## config.mk

```make
export PLATFORM = sky130hd
export DESIGN_NAME = lfsr_rng_arbiter
export DESIGN_NICKNAME = d
export VERILOG_FILES = /design/src/rtl/lfsr_rng_arbiter.sv
export SDC_FILE = /design/constraint.sdc
export NUM_CORES = 1
export LEC_CHECK = 0
export BUFFER_PORTS_ARGS = -buffer_cell sky130_fd_sc_hd__buf_2
export CAP_MARGIN = 40
export CORE_MARGIN = 4
export CORE_UTILIZATION = 56
export CTS_CLUSTER_SIZE = 14
export DETAILED_ROUTE_END_ITERATION = 10
export PLACE_DENSITY = 0.79
export SLEW_MARGIN = 10
export SYNTH_ARGS = -nofsm -noshare
export SYNTH_HDL_FRONTEND = slang
export SYNTH_SLANG_ARGS = --single-unit
```

## constraint.sdc

```tcl
create_clock -name clk -period 2.35 [get_ports clk]
set_input_delay 0.1175 -clock clk [delete_from_list [all_inputs] [get_ports clk]]
set_output_delay 0.1175 -clock clk [all_outputs]
set_load 0.02 [all_outputs]
```

## src/rtl/lfsr_rng_arbiter.sv

```systemverilog
// Shared random-number server: one 16-bit Fibonacci LFSR handed out to N_REQ
// requesters through a round-robin req/gnt handshake, STEPS shifts per grant.
module lfsr_rng_arbiter #(
    parameter int          N_REQ        = 4,
    parameter int          STEPS        = 4,
    parameter logic [15:0] DEFAULT_SEED = 16'h0040
) (
    input  logic             clk,
    input  logic             reset,
    input  logic             seed_load,
    input  logic [15:0]      seed,
    input  logic [N_REQ-1:0] req,
    output logic [N_REQ-1:0] gnt,
    output logic [15:0]      rnd_data,
    output logic             rnd_valid,
    output logic             busy,
    output logic             seed_err
);

    localparam int W = (N_REQ > 1) ? $clog2(N_REQ) : 1;

    typedef enum logic [1:0] {
        S_IDLE  = 2'd0,
        S_LOAD  = 2'd1,
        S_STEP  = 2'd2,
        S_GRANT = 2'd3
    } state_t;

    state_t             state_q;
    logic [15:0]        lfsr_q;
    logic [15:0]        seed_q;
    logic [W-1:0]       rr_ptr_q;
    logic [W-1:0]       winner_q;
    logic [3:0]         step_cnt_q;
    logic [N_REQ-1:0]   gnt_q;
    logic [15:0]        rnd_data_q;
    logic               rnd_valid_q;
    logic               busy_q;
    logic               seed_err_q;

    logic [15:0]        lfsr_d;
    logic [W-1:0]       pick_d;
    logic [N_REQ-1:0]   gnt_d;
    logic [W-1:0]       cand;
    logic               found;

    assign lfsr_d = {lfsr_q[14:0], lfsr_q[15] ^ lfsr_q[14] ^ lfsr_q[12] ^ lfsr_q[3]};
    assign gnt_d  = {{(N_REQ-1){1'b0}}, 1'b1} << winner_q;

    // First asserted request at or above rr_ptr, wrapping around.
    always_comb begin
        pick_d = '0;
        found  = 1'b0;
        cand   = '0;
        for (int i = 0; i < N_REQ; i++) begin
            cand = W'((int'(rr_ptr_q) + i) % N_REQ);
            if (!found && req[cand]) begin
                pick_d = cand;
                found  = 1'b1;
            end
        end
    end

    always_ff @(posedge clk or negedge reset) begin
        if (!reset) begin
            state_q     <= S_IDLE;
            lfsr_q      <= DEFAULT_SEED;
            seed_q      <= '0;
            rr_ptr_q    <= '0;
            winner_q    <= '0;
            step_cnt_q  <= '0;
            gnt_q       <= '0;
            rnd_data_q  <= '0;
            rnd_valid_q <= 1'b0;
            busy_q      <= 1'b0;
            seed_err_q  <= 1'b0;
        end else begin
            gnt_q       <= '0;
            rnd_valid_q <= 1'b0;
            seed_err_q  <= 1'b0;
            case (state_q)
                S_IDLE: begin
                    if (seed_load) begin
                        seed_q     <= seed;
                        seed_err_q <= (seed == 16'h0000);
                        busy_q     <= 1'b1;
                        state_q    <= S_LOAD;
                    end else if (|req) begin
                        winner_q   <= pick_d;
                        step_cnt_q <= 4'(STEPS - 1);
                        busy_q     <= 1'b1;
                        state_q    <= S_STEP;
                    end
                end
                S_LOAD: begin
                    lfsr_q  <= (seed_q == 16'h0000) ? DEFAULT_SEED : seed_q;
                    busy_q  <= 1'b0;
                    state_q <= S_IDLE;
                end
                S_STEP: begin
                    lfsr_q <= lfsr_d;
                    if (step_cnt_q == 4'd0) begin
                        // Outputs are registered, so the grant is loaded on the last shift.
                        gnt_q       <= gnt_d;
                        rnd_data_q  <= lfsr_d;
                        rnd_valid_q <= 1'b1;
                        state_q     <= S_GRANT;
                    end else begin
                        step_cnt_q <= step_cnt_q - 4'd1;
                    end
                end
                S_GRANT: begin
                    rr_ptr_q <= (winner_q == W'(N_REQ - 1)) ? '0 : winner_q + W'(1);
                    busy_q   <= 1'b0;
                    state_q  <= S_IDLE;
                end
                default: begin
                    busy_q  <= 1'b0;
                    state_q <= S_IDLE;
                end
            endcase
        end
    end

    assign gnt       = gnt_q;
    assign rnd_data  = rnd_data_q;
    assign rnd_valid = rnd_valid_q;
    assign busy      = busy_q;
    assign seed_err  = seed_err_q;

endmodule

```

* Yosys cells after proc, flatten, opt, wreduce, memory -nomap -nowiden
Index checks and enable logic that the tools add are counted.
** Word-level totals
- Bits in registers :: 65
- Word-level logic and storage cells :: 90
- Bits of input ports :: 23
** Cells by class
- Reduce and logical (&&, ||, !) cells :: 21
- $lt $le $gt $ge :: 4
- Bitwise logic cells :: 4
- Shift operators :: 1
- Add/subtract/negate cells :: 5
- Eq/ne operators :: 9
- Muxes and demuxes :: 35
** Operators with widths (number)
- $logic_not A16 Y1 :: 2
- $pmux W16 S2 :: 1
- $mux W4 :: 5
- $mux W16 :: 1
- $mux W2 :: 8
- $mux W1 :: 13
- $lt A2 B3 Y1 const B :: 4
- $bmux W1 S2 :: 4
- $ne A2 B2 Y1 const B :: 4
- $pmux W4 S2 :: 1
- $reduce_and A2 Y1 :: 4
- $eq A2 B2 Y1 const B :: 3
- $pmux W2 S3 :: 1
- $reduce_bool A2 Y1 :: 3
- $add A2 B1 Y2 const B :: 2
- $add A2 B2 Y2 const B :: 2
- $logic_not A4 Y1 :: 1
- $reduce_and A4 Y1 :: 1
- $reduce_or A4 Y1 :: 1
- $shl A1 B2 Y4 const A :: 1
- $sub A4 B1 Y4 const B :: 1
- $logic_and A1 B1 Y1 :: 3
- $logic_not A1 Y1 :: 3
- $ne A3 B3 Y1 const B :: 1
- other kinds (7) :: 9

* Longest topological paths before layout
- Word-level depth :: 12
- Mapped depth :: 8

* Worst setup path before layout
OpenSTA, ideal clock, no wires.
- Path type :: reg2reg
- Start point :: register step_cnt_q[0]
- End point :: register rnd_data_q[4], in the netlist rnd_data[4]
- Arrival :: 1660 ps
- Setup slack :: 563 ps
- Stages on the path, launching flop included :: 8
- Clock period less this slack :: 1787 ps
- Data required time :: 2223 ps
- Path through :: dfrtp_1 > inv_1 > ha_1 > or3b_1 > buf_4 > nor2_8 > buf_8 > mux2_1
** Between the ends
- Word-level cells in the longest chain between the ends :: 2
** RTL lines
- start: declaration :: line 34 : logic [3:0] step_cnt_q;
- start signal: assignment :: line 90 : step_cnt_q <= 4'(STEPS - 1);
- start signal: assignment :: line 109 : step_cnt_q <= step_cnt_q - 4'd1;
- $logic_not A4 Y1 :: line 102 : if (step_cnt_q == 4'd0) begin
- $reduce_and A2 Y1 (no line)
- end signal: assignment :: line 105 : rnd_data_q <= lfsr_d;
- end: declaration :: line 36 : logic [15:0] rnd_data_q;
Every way passes these cells.
A chain may end at the register's enable or synchronous reset.

* Final worst setup path
- Start point :: register step_cnt_q[0]
- End point :: register rnd_data_q[2], in the netlist rnd_data[2]
Same word-level chain as after synthesis.

==> summary.txt <==
Clock tree
  – CTS tree: yes
  – # Post-CTS Setup Buffers: 0
  – Clk buf depth: 2
  – Clock H-tree levels: 3
  – Skew-Pair Late Insertion Delay: 340 ps
  – TritonCTS Sinks: 65
  – Root buffer cell: clkbuf_8
  – Total CTS buffers: 9
  – Reg clk slew, reported paths: 70 ps

Drt
  – DRC errors left: 0
  – WL final: 5.667 mm
  – Routed Antenna Nets: 0
  – DRT Pass-1 Iters: 4
  – Vias/cell: 5.434
  – Routed WL per cell: 15.07 um
  – Starting DRT DRC Count: 108
  – Vias after detailed routing: 2,043

Power
  – P_leak: 0.001644 uW
  – NetSw: 1846 uW
  – Share of power burned in the clock network: 17.2%
  – Combinational cell fraction of total power: 40.4%
  – Seq pwr share: 42.4%
  – Internal power: 2963 uW
  – Pwr dens: 1392 nW/um2
  – Switching share of total power: 38.39%
  – Max VDD drop: 0.7213 mV

Logic synthesis
  – Mapped cell area: 2977 um2
  – Sequential share of the synthesized area: 54.69%
  – Synth Net Count: 281
  – Synth Warn #: 0
  – Post-synth top area share: 53.80%
  – Post-synth cell types: 43
  – Synth top cells by count: dfrtp_1, nor2_1, a21oi_1, mux2_2, mux2i_1
  – Flops & latches, synth: 65
  – Yosys top cell by area: dfrtp_1
  – Count leader, synth: dfrtp_1
  – Synth Flop Type: dfrtp_1
  – Syn Area/Cell: 11.95 um2
  – Post-synthesis cell count: 249
  – EDFF count, synth: 0
  – Post-synth ARST share: 100.0%
  – Synth top area cells: dfrtp_1, mux2_2, mux2_1

Timing
  – Final-report max-slew violation count: 0
  – Total negative slack: 0 ps
  – Unrepaired setup endpoints after global routing: no
  – Slew headroom: 60.70%
  – Fin Clk Skew: 8.416 ps
  – Fin crit period: 2076 ps
  – FMAX: 481.7 MHz
  – Setup-failing EPs final: 0
  – Final Hold Viols: 0
  – Worst hold slack: 27.47 ps
  – Final period util: 88.34%
  – Slew at the pin closest to its max-slew limit: 589.5 ps

Worst hold path
  – Hold Crit Class: in2reg
  – Hold endpoint: seed_q[14]
  – Worst hold path depth: 2
  – Worst hold start: seed[14]

Worst setup path
  – Crit path cell chain: inv_1, ha_1, or3b_1, nor2_8, mux2_2
  – Max incr delay on CP: 530 ps
  – R2r worst-path depth: 5
  – Critical Path RT: 2560 ps
  – Critical Path Source Type: flop
  – Crit. Startpoint: step_cnt_q[0]
  – R2r endpoint: rnd_data[2]
  – FF-to-FF Start: step_cnt_q[0]
  – Crit path DAT: 2290 ps
  – Family with the most delay on the worst path: simple AND/OR/NAND/NOR gates
  – Reg2reg setup slack: 270 ps
  – CP Capture Type: flop
  – Worst path bufs/invs: 1
  – WS Path Type: reg2reg
  – Slowest cell on crit path: or3b_1
  – Maximum fanout along the worst path: 22

Global route
  – Total GRT Usage: 19.09%
  – Largest net degree at the start of global routing: 42
  – Initial antenna violation count: 0
  – Gr ovfl total: 0
  – First-pass GRT wire length: 9.404 mm
  – Vias in the first global route: 1,965

Outcome
  – Status: finished, final reports clean

Layout
  – Share of cells above drive strength 1: 28.43%
  – Utilization after layout: 67.23%
  – Final-stage net count: 333
  – # diodes: 0
  – Synth-to-Final Area Change: 16.10%

Floorplanning
  – Num ports: 46
  – FP Rows: 26
  – Die area: 6546 um2
  – Core area: 5140 um2
  – Die Wd: 80.91 um
  – DIE HEIGHT: 80.91 um
  – Initial Utilization: 57.91%

Placed design
  – Port Buffers: 45
  – GPL Wtd Cong: 0.8519
  – Post-DP HPWL: 4.042 mm

Job
  – Max-cap violations: 0
## worst reg2reg max path, cell delays in order, from the launching register on
cell,delay (ps)
dfrtp_1,390
inv_1,100
ha_1,190
or3b_1,530
nor2_8,350
mux2_2,390
## kinds of logic after synthesis
group / synth area share (%)
and+or+nand+nor: 11.06
DFF: 54.69
xor gates and xnor gates: 0.8829
buffers and inverters: 3.278
AOI/OAI and AO/OA: 8.407
muxes: 17.91
adders and majority gates: 3.783
## worst max-delay path by stage
stage | cells after the start | endpoint
finish | 5 | rnd_data[2]
global route | 5 | rnd_data[2]
CTS | 5 | rnd_data[2]
detailed placement | 5 | rnd_data[1]
global placement | 5 | rnd_data[1]
floorplan | 7 | rnd_data[4]
## timing repair
item,CTS,global route
hold buffers,1,0
resized for setup,0,0
endpoints found under the hold margin,23,0
## flip-flops by register name, summed over array words and instances (netlist names), 2 cells and up
register and count:
rr_ptr_q 2, step_cnt_q 4, gnt 4, state_q 2, winner_q 2, seed_q 16, lfsr_q 16, rnd_data 16
## metrics by stage
stage | cells | setup slack (ps) | power [uW] | instance area, um2
4_1_cts | 376 | 261.0 | 4853 | 3456
3_3_place_gp | 359 | 367.7 | 3892 | 3276
2_1_floorplan | 249 | 562.6 | 3417 | 2977
6_report | 376 | 274.0 | 4809 | 3456
3_5_place_dp | 359 | 290.0 | 4000 | 3276
5_1_grt | 376 | 169.6 | 5169 | 3456
## layout make-up
| class | instances | area, um2 |
|---|---|---|
| Clock buffer | 16 | 170.2 |
| Fill cell | 423 | 1684 |
| Inverter | 9 | 33.78 |
| Multi-Input combinational cell | 165 | 1251 |
| Sequential cell | 65 | 1628 |
| Tap cell | 70 | 87.58 |
| Timing Repair Buffer | 51 | 285.3 |
## metal layers
layer | GRT usage [%] | vias to the layer above | share of wire, %
met1 | 25.75 | 995 | 46
met2 | 29.56 | 54 | 48
met3 | 6.652 | 7 | 5.4
met5 | 0 | - | 0
li1 | - | 987 | -
met4 | 5.068 | 0 | 0.81
## power by group through the flow
| stage | clock, uW | sequential, uW | combinational (uW) |
|---|---|---|---|
| floorplan | 0 | 2100 | 1320 |
| global placement | 0 | 2030 | 1860 |
| detailed placement | 0 | 2050 | 1950 |
| CTS | 849 | 2040 | 1970 |
| global route | 909 | 2100 | 2160 |
| finish | 829 | 2040 | 1940 |
## cells in the final DEF, fill, tap and decap left out, types with 5 or more instances in the layout
cell / instances
dfrtp_1: 64
buf_2: 45
nor2_1: 25
a21oi_1: 20
mux2_2: 20
mux2i_1: 15
mux2_1: 14
nand2_1: 11
clkbuf_8: 11
ha_1: 9
inv_1: 8
nor4_1: 8
clkbuf_1: 5
Power figures use the tool's default switching activity.
